**config.mk**
```make
export PLATFORM = sky130hd
export DESIGN_NAME = demux_stream_flat
export DESIGN_NICKNAME = d
export VERILOG_FILES = /design/src/rtl/demux_pkg.sv /design/src/rtl/demux_stream_if.sv /design/src/rtl/demux_onehot_dec.sv /design/src/rtl/demux_stream.sv /design/src/flat_wrapper.sv
export SDC_FILE = /design/constraint.sdc
export NUM_CORES = 1
export LEC_CHECK = 0
export ABC_AREA = 1
export CAP_MARGIN = 25
export CORE_MARGIN = 4
export CORE_UTILIZATION = 31
export CTS_CLUSTER_SIZE = 8
export DETAILED_ROUTE_END_ITERATION = 6
export PLACE_DENSITY = 0.85
export SYNTH_ARGS = -nofsm -noshare
export SYNTH_HDL_FRONTEND = slang
export SYNTH_SLANG_ARGS = --single-unit
```
**constraint.sdc**
```tcl
create_clock -name clk -period 1.2 [get_ports clk]
set_input_delay 0.12 -clock clk [delete_from_list [all_inputs] [get_ports clk]]
set_output_delay 0.12 -clock clk [all_outputs]
set_load 0.02 [all_outputs]
```
**src/rtl/demux_pkg.sv**
```systemverilog
`default_nettype none
// ============================================================================
// Module   : demux_pkg
// Purpose  : Shared constants and helpers for the demux_stream block.
// Revision : 1.0
// ============================================================================
package demux_pkg;

    localparam int unsigned MAX_OUT = 16;
    localparam logic [MAX_OUT-1:0] ALL_ONES = '1;

    typedef enum logic [0:0] {
        ROUTE_UNICAST = 1'b0,
        ROUTE_BCAST   = 1'b1
    } route_e;

    function automatic int unsigned clog2(input int unsigned n);
        int unsigned v;
        int unsigned r;
        v = (n > 0) ? n - 1 : 0;
        r = 0;
        while (v > 0) begin
            v = v >> 1;
            r = r + 1;
        end
        return r;
    endfunction

    // Out-of-range selects produce an all-zero mask.
    function automatic logic [MAX_OUT-1:0] onehot(input logic [31:0] sel, input int unsigned n);
        logic [MAX_OUT-1:0] m;
        m = '0;
        for (int i = 0; i < MAX_OUT; i++) begin
            m[i] = (sel == 32'(i)) && (32'(i) < n);
        end
        return m;
    endfunction

endpackage
`default_nettype wire

```
**src/rtl/demux_stream_if.sv**
```systemverilog
`default_nettype none
// ============================================================================
// Module   : demux_stream_if
// Purpose  : Producer-side and consumer-side handshake bundle of demux_stream.
// Revision : 1.0
// ============================================================================
interface demux_stream_if #(
    parameter int WIDTH = 8,
    parameter int N_OUT = 4,
    parameter int SEL_W = 2,
    parameter int CNT_W = 8
);
    logic [WIDTH-1:0]       in_data;
    logic [SEL_W-1:0]       in_sel;
    logic                   in_bcast;
    logic                   in_valid;
    logic                   in_ready;
    logic [N_OUT*WIDTH-1:0] out_data;
    logic [N_OUT-1:0]       out_valid;
    logic [N_OUT-1:0]       out_ready;
    logic                   err_sel;
    logic [CNT_W-1:0]       drop_cnt;

    modport slave (
        input  in_data, in_sel, in_bcast, in_valid, out_ready,
        output in_ready, out_data, out_valid, err_sel, drop_cnt
    );

    modport master (
        output in_data, in_sel, in_bcast, in_valid, out_ready,
        input  in_ready, out_data, out_valid, err_sel, drop_cnt
    );
endinterface
`default_nettype wire

```
**src/rtl/demux_onehot_dec.sv**
```systemverilog
`default_nettype none
// ============================================================================
// Module   : demux_onehot_dec
// Purpose  : Turns select + broadcast into a channel mask and a range error.
// Revision : 1.0
// ============================================================================
module demux_onehot_dec
    import demux_pkg::*;
#(
    parameter int N_OUT = 4,
    parameter int SEL_W = 2
) (
    input  wire logic [SEL_W-1:0] sel,
    input  wire logic             bcast,
    output logic      [N_OUT-1:0] mask,
    output logic                  out_of_range
);

    route_e           w_route;
    logic [N_OUT-1:0] w_uni_mask;

    assign w_route    = bcast ? ROUTE_BCAST : ROUTE_UNICAST;
    assign w_uni_mask = N_OUT'(onehot(32'(sel), N_OUT));

    always_comb begin
        mask         = '0;
        out_of_range = 1'b0;
        if (w_route == ROUTE_BCAST) begin
            mask = N_OUT'(ALL_ONES);
        end else begin
            mask         = w_uni_mask;
            out_of_range = (32'(sel) >= 32'(N_OUT));
        end
    end

endmodule
`default_nettype wire

```
**src/rtl/demux_stream.sv**
```systemverilog
`default_nettype none
// ============================================================================
// Module   : demux_stream
// Purpose  : 1-to-N_OUT registered demux with per-channel valid/ready and
//            broadcast; drops and counts unicast words with a bad select.
// Revision : 1.0
// ============================================================================
module demux_stream
    import demux_pkg::*;
#(
    parameter int WIDTH = 8,
    parameter int N_OUT = 4,
    parameter int SEL_W = 2,
    parameter int CNT_W = 8
) (
    input  wire logic      clk,
    input  wire logic      reset,
    demux_stream_if.slave  bus
);

    if ((SEL_W < int'(clog2(N_OUT))) || (N_OUT < 2) || (N_OUT > int'(MAX_OUT))) begin : g_param_check
        $error("demux_stream: illegal N_OUT/SEL_W combination");
    end

    logic             r_hold_valid;
    logic [WIDTH-1:0] r_hold_data;
    logic [N_OUT-1:0] r_pend;
    logic             r_err_sel;
    logic [CNT_W-1:0] r_drop_cnt;

    logic [N_OUT-1:0] w_out_valid;
    logic [N_OUT-1:0] w_fire;
    logic             w_done;
    logic             w_in_ready;
    logic             w_accept;
    logic [N_OUT-1:0] w_mask;
    logic             w_oor;

    demux_onehot_dec #(
        .N_OUT (N_OUT),
        .SEL_W (SEL_W)
    ) u_dec (
        .sel          (bus.in_sel),
        .bcast        (bus.in_bcast),
        .mask         (w_mask),
        .out_of_range (w_oor)
    );

    assign w_out_valid = {N_OUT{r_hold_valid}} & r_pend;
    assign w_fire      = w_out_valid & bus.out_ready;
    // The stage frees when every still-owed channel handshakes this cycle.
    assign w_done      = r_hold_valid && ((r_pend & ~w_fire) == '0);
    assign w_in_ready  = !r_hold_valid || w_done;
    assign w_accept    = bus.in_valid && w_in_ready;

    always_ff @(posedge clk or posedge reset) begin
        if (reset) begin
            r_hold_valid <= 1'b0;
            r_hold_data  <= '0;
            r_pend       <= '0;
            r_err_sel    <= 1'b0;
            r_drop_cnt   <= '0;
        end else begin
            r_err_sel <= 1'b0;
            if (w_accept) begin
                if (w_oor) begin
                    // Consumed but never stored; anything held was retiring now.
                    r_hold_valid <= 1'b0;
                    r_pend       <= '0;
                    r_err_sel    <= 1'b1;
                    if (r_drop_cnt != '1) begin
                        r_drop_cnt <= r_drop_cnt + CNT_W'(1);
                    end
                end else begin
                    r_hold_valid <= 1'b1;
                    r_hold_data  <= bus.in_data;
                    r_pend       <= w_mask;
                end
            end else begin
                r_pend <= r_pend & ~w_fire;
                if (w_done) begin
                    r_hold_valid <= 1'b0;
                end
            end
        end
    end

    for (genvar i = 0; i < N_OUT; i++) begin : g_ch
        assign bus.out_data[i*WIDTH +: WIDTH] = w_out_valid[i] ? r_hold_data : '0;
    end

    assign bus.out_valid = w_out_valid;
    assign bus.in_ready  = w_in_ready;
    assign bus.err_sel   = r_err_sel;
    assign bus.drop_cnt  = r_drop_cnt;

endmodule
`default_nettype wire

```
**src/flat_wrapper.sv**
```systemverilog
// flat-port wrapper written by rule: the top's interface ports become plain ports
module demux_stream_flat import demux_pkg::*;
#(
    parameter int WIDTH = 8,
    parameter int N_OUT = 4,
    parameter int SEL_W = 2,
    parameter int CNT_W = 8
)
  (clk, reset, bus_in_data, bus_in_sel, bus_in_bcast, bus_in_valid, bus_out_ready, bus_in_ready, bus_out_data, bus_out_valid, bus_err_sel, bus_drop_cnt);
  demux_stream_if #(.WIDTH(WIDTH), .N_OUT(N_OUT), .SEL_W(SEL_W), .CNT_W(CNT_W)) bus_i ();
  input  wire logic clk;
  input  wire logic reset;
  input wire logic [$bits(bus_i.in_data)-1:0] bus_in_data;
  input wire logic [$bits(bus_i.in_sel)-1:0] bus_in_sel;
  input wire logic [$bits(bus_i.in_bcast)-1:0] bus_in_bcast;
  input wire logic [$bits(bus_i.in_valid)-1:0] bus_in_valid;
  input wire logic [$bits(bus_i.out_ready)-1:0] bus_out_ready;
  output wire logic [$bits(bus_i.in_ready)-1:0] bus_in_ready;
  output wire logic [$bits(bus_i.out_data)-1:0] bus_out_data;
  output wire logic [$bits(bus_i.out_valid)-1:0] bus_out_valid;
  output wire logic [$bits(bus_i.err_sel)-1:0] bus_err_sel;
  output wire logic [$bits(bus_i.drop_cnt)-1:0] bus_drop_cnt;
  assign bus_i.in_data = bus_in_data;
  assign bus_i.in_sel = bus_in_sel;
  assign bus_i.in_bcast = bus_in_bcast;
  assign bus_i.in_valid = bus_in_valid;
  assign bus_i.out_ready = bus_out_ready;
  assign bus_in_ready = bus_i.in_ready;
  assign bus_out_data = bus_i.out_data;
  assign bus_out_valid = bus_i.out_valid;
  assign bus_err_sel = bus_i.err_sel;
  assign bus_drop_cnt = bus_i.drop_cnt;
  demux_stream #(.WIDTH(WIDTH), .N_OUT(N_OUT), .SEL_W(SEL_W), .CNT_W(CNT_W)) u_core (.clk(clk), .reset(reset), .bus(bus_i));
endmodule
```
Word-level counts from Yosys, hierarchy flattened:

Cells that the tools add are included.

* word-level logic and storage cells: 26
* output and inout port bits: 46
* register bits: 13
* bits of input ports: 18

* reduce and logical (&&, ||, !) cells: 7
* equal/unequal tests: 3
* muxes and demuxes: 9
* bitwise operators: 4

Operators by type and width (count)
* $mux 8: 4
* $and 4x4->4: 3
* $mux 4: 2
* $eq 2x2->1 const B: 2
* $logic_not 4->1: 1
* $not 4->4: 1
* $mux 1: 3
* $eq 2x1->1 const B: 1
* $logic_and 1x1->1: 2
* $logic_not 2->1: 1
* $reduce_bool 2->1: 1
* $logic_not 1->1: 1
* $logic_or 1x1->1: 1

Logic depth before layout (Yosys ltp):

* depth in word-level cells: 9
* depth in mapped cells: 8
* mapped depth without buffers: 7

Cells and area by module:

A second synthesis with hierarchy kept.

* cell total of the unflattened synthesis: 203
* area total of the unflattened synthesis: 1346.3 sq um

By module, submodules not included
* demux_stream: seq. area each 550.5 sq um, instances 1, cells an instance 191, area each 1296.2 sq um
* demux_onehot_dec: seq. area each 0.0 sq um, instances 1, cells an instance 12, area each 50.0 sq um

Worst setup path before layout:

Ideal clock, no wire load.

* path kind: flip-flop to flip-flop
* from: register u_core.r_hold_valid
* to: register u_core.r_hold_data[0]
* data required time: 1.083 ns
* setup time: 0.117 ns
* setup slack: -0.012 ns
* clock period less this slack: 1.212 ns
* arrival time: 1.095 ns
* path buffers: 1
* stages on the path, launching flop included: 9
* path through: dfrtp_1 > buf_6 > nand2_1 > nand2_1 > nand2_1 > o21ai_4 > nand2_2 > nand2_1 > nand2_1

* longest elaborated chain between the ends: 8
* elaborated cells between the ends (all ways): 9
* classes of those cells: bitwise: 4; reduce/logical: 5

Ends and longest elaborated chain
* start, declared: line demux_stream.sv:25 `logic r_hold_valid;`
* start signal, assigned: line demux_stream.sv:58 `r_hold_valid <= 1'b0;`
* start signal, assigned: line demux_stream.sv:68 `r_hold_valid <= 1'b0;`
* start signal, assigned: line demux_stream.sv:75 `r_hold_valid <= 1'b1;`
* $and 4x4->4: line demux_stream.sv:49 `assign w_out_valid = {N_OUT{r_hold_valid}} & r_pend;`
* $and 4x4->4: line demux_stream.sv:50 `assign w_fire = w_out_valid & bus.out_ready;`
* $not 4->4: line demux_stream.sv:52 `assign w_done = r_hold_valid && ((r_pend & ~w_fire) == '0);`
* $and 4x4->4: line demux_stream.sv:52
* $logic_not 4->1: line demux_stream.sv:52
* $logic_and 1x1->1: line demux_stream.sv:52
* $logic_or 1x1->1 (*): line demux_stream.sv:53 `assign w_in_ready = !r_hold_valid || w_done;`
* $logic_and 1x1->1 (*): line demux_stream.sv:54 `assign w_accept = bus.in_valid && w_in_ready;`
* end signal, assigned: line demux_stream.sv:76 `r_hold_data <= bus.in_data;`
* end, declared: line demux_stream.sv:26 `logic [WIDTH-1:0] r_hold_data;`

Mark *: on every way between the ends. The rest lies on a longest branch, timed or not.
A chain may end at the register's enable or synchronous reset.

Worst setup path after layout:

* from: register u_core.r_hold_valid
* to: output bus_out_data[18]

* longest elaborated chain between the ends: 2

Ends and longest elaborated chain
* $and 4x4->4: line demux_stream.sv:49
* $mux 8: line demux_stream.sv:89 `assign bus.out_data[i*WIDTH +: WIDTH] = w_out_valid[i] ? r_hold_data : '0;`
* end, declared: line flat_wrapper.sv:19 `output wire logic [$bits(bus_i.out_data)-1:0] bus_out_data;`

No other way between the ends.

==> flow_summary.ini <==
[sta]
worst_slack_ns = -0.2841
rsz0062_at_grt = true
clock.fmax_ghz = 0.6738
setup_viol = 50
timing.setup.tns_ns = -9.390
skew_ns = 0.001645
slew_viol_final = 0
hold_viol_final = 0
period_needed_ns = 1.484
fin_crit_sh_pct = 123.7

[routing]
met3_wirelength_um = 315
drtIter0Drc = 30
drcViolationCount = 0
routed_via_density = 4.460
wl_met1_um = 1168
first_pass_iters = 4
wirelength_um = 3160
ant_nets = 0
vias = 1106
routedWlPerCell_um = 12.74
dr_wl_met2_um = 1623
dr.max_layer_used = met4

[setup_path]
cp_data_required_time_ns = 1.08
crit_path_end_kind = output pin
crit_buf_inv = 4
critPathKind = reg2out
critical_path.most_common_cell = buf_6
slowest_delay_ns = 0.46
crit_arrival_ns = 1.36
r2r_slack_ns = -0.27
cp_cell_sequence = buf_4 -> nand2_2 -> buf_6 -> buf_6 -> nor2_4 -> buf_6
slowest_stage = dfrtp_2
cpLargestDelayFamily = buffers and inverters
start_kind = register
worst-path-max-fanout = 8

[yosys]
synth_area_um2 = 877.1
synth.ff_latch_count = 13
synthDistinctLibCells = 13
yosys.area_share.simple_pct = 37.66
netlist.area_leader.share_pct = 37.09
synth_compound_area_share_pct = 5.849
synth_cells = 134
synthesis.yosys.warnings = 0
synth-adder-area-share_pct = 0
synthMuxAreaShare_pct = 0
synth_top_family_by_area = simple AND/OR/NAND/NOR gates
yosys.area.top_type = dfrtp_1
synthTopCellsByArea = dfrtp_1 37%, nand2_1 15%, nor2_1 14%
yosys.area_share.xor_xnor_pct = 0
ys_seq_area_share_pct = 37.09
avgSynthCellArea_um2 = 6.545

[run]
drv_cap = 0

[cells_and_area]
fin_util_pct = 62.61
layout_common_cells = 46 x buf_4, 23 x nor2_1, 20 x nand2_1
syn2layout_area_growth_pct = 95.15
nets = 236
drive_above_1_share_pct = 46.54
n_antenna_cell = 0
mostFrequentLayoutCell = buf_4
final_cells = 248

[global_routing]
grt_max_degree = 14
antenna_found_initial = 0
grt_overflow_total = 0
grt_usage_pct = 14.30
grt_pass1_wl_um = 4077
grt_pass1_vias = 954

[clock_tree]
clk_path_buf_depth = 2
cts-root-buf = clkbuf_4
cts_tree = built
numCtsBuffers = 3
cts.htree.levels = 1
clock_sinks = 13
clk_latency_ns = 0.26
clk_pin_slew_ns = 0.08

[min_path]
hold_class = in2async

[pwr]
leakagePower_nw = 0.9591
p_total_w = 0.004689
powerDensity_nw_per_um2 = 2740
ir_drop_mv = 2.149

[die]
die_w_um = 61.19
initial_core_util_pct = 32.08
die_h_um = 61.19
row_count = 19
core-area_um2 = 2734
ioPinCount = 64
die-area_um2 = 3744

[status]
outcome = finished with violations
violations = setup timing

[placement]
dp_cells = 230
portBuffers = 54
hpwlAfterDp_um = 1941
place.gp.congestion = 0.7611
[synth_stat cells, drive strengths merged]
master	instances
nor2	32
o21bai	2
inv	19
conb	1
o21ai	5
nand2	38
dfrtp	13
nand3	12
buf	12
[logic make-up (layout without fill, tap and decap cells)]
group	Yosys count	in the layout
buffers and inverters	31	105
other	1	9
AO/OA/AOI/OAI	7	7
AND/OR/NAND/NOR	82	83
flip-flops	13	13
[through the flow]
stage	hold slack, ns	worst slack, ns	cell area [µm²]
finish	0.1354	-0.2841	1712
floorplan	-0.003041	-0.006812	912.1
detailed placement	0.4326	-0.5279	1509
CTS	0.1423	-0.2563	1567
global route	0.1680	-0.3594	1712
global placement	0.4261	-0.5093	1509
[final cells by class]
cell class / instances / area, µm²
inverter: 19 / 71.32
tap: 31 / 38.79
fill: 228 / 1022
multi-input combinational: 99 / 540.5
timing repair buffer: 82 / 708.2
sequential: 13 / 326.6
clock buffer: 4 / 26.28
[path summary, 6_finish.rpt]
path / startpoint / end / cells past startpoint
min reg2reg: u_core.r_hold_data[1] / u_core.r_hold_data[1] / 2
max reg2reg: u_core.r_hold_valid / u_core.r_hold_data[6] / 9
max in group asynchronous: reset / u_core.r_hold_valid / 3
min: reset / u_core.r_hold_data[2] / 3
min in group clk: bus_in_data[1] / u_core.r_hold_data[1] / 3
max: u_core.r_hold_valid / bus_out_data[18] / 6
[routing by layer]
metal / vias up / GRT usage [%]
met5: - / 0
met4: 0 / 5.882
met3: 5 / 1.468
li1: 554 / -
met1: 496 / 17.81
met2: 51 / 25.08
[sequential cells by signal, indices dropped and copies added (netlist names)]
register	count
u_core.r_hold_valid	1
u_core.r_hold_data	8
u_core.r_pend	4
[what timing repair did]
action / CTS / global route
hold buffers: 0 / 0
cloned: 0 / 2
pin swaps: 0 / 4
resized for setup: 196 / 36
setup buffers: 10 / 3
setup endpoints to repair: 50 / 50
[power by group]
| group | internal [W] | switching, W | leakage (nW) |
|---|---|---|---|
| clock network | 0.000128 | 0.000137 | 0.0150 |
| logic | 0.00162 | 0.00197 | 0.785 |
| registers | 0.000653 | 0.000180 | 0.159 |
| total | 0.00241 | 0.00228 | 0.959 |
[tightest hold or removal path, cell delays in order]
cell,delay (ns)
clkdlybuf4s50_1,0.39
inv_1,0.05
buf_4,0.20
No activity file was read; power rests on OpenSTA's default activity.
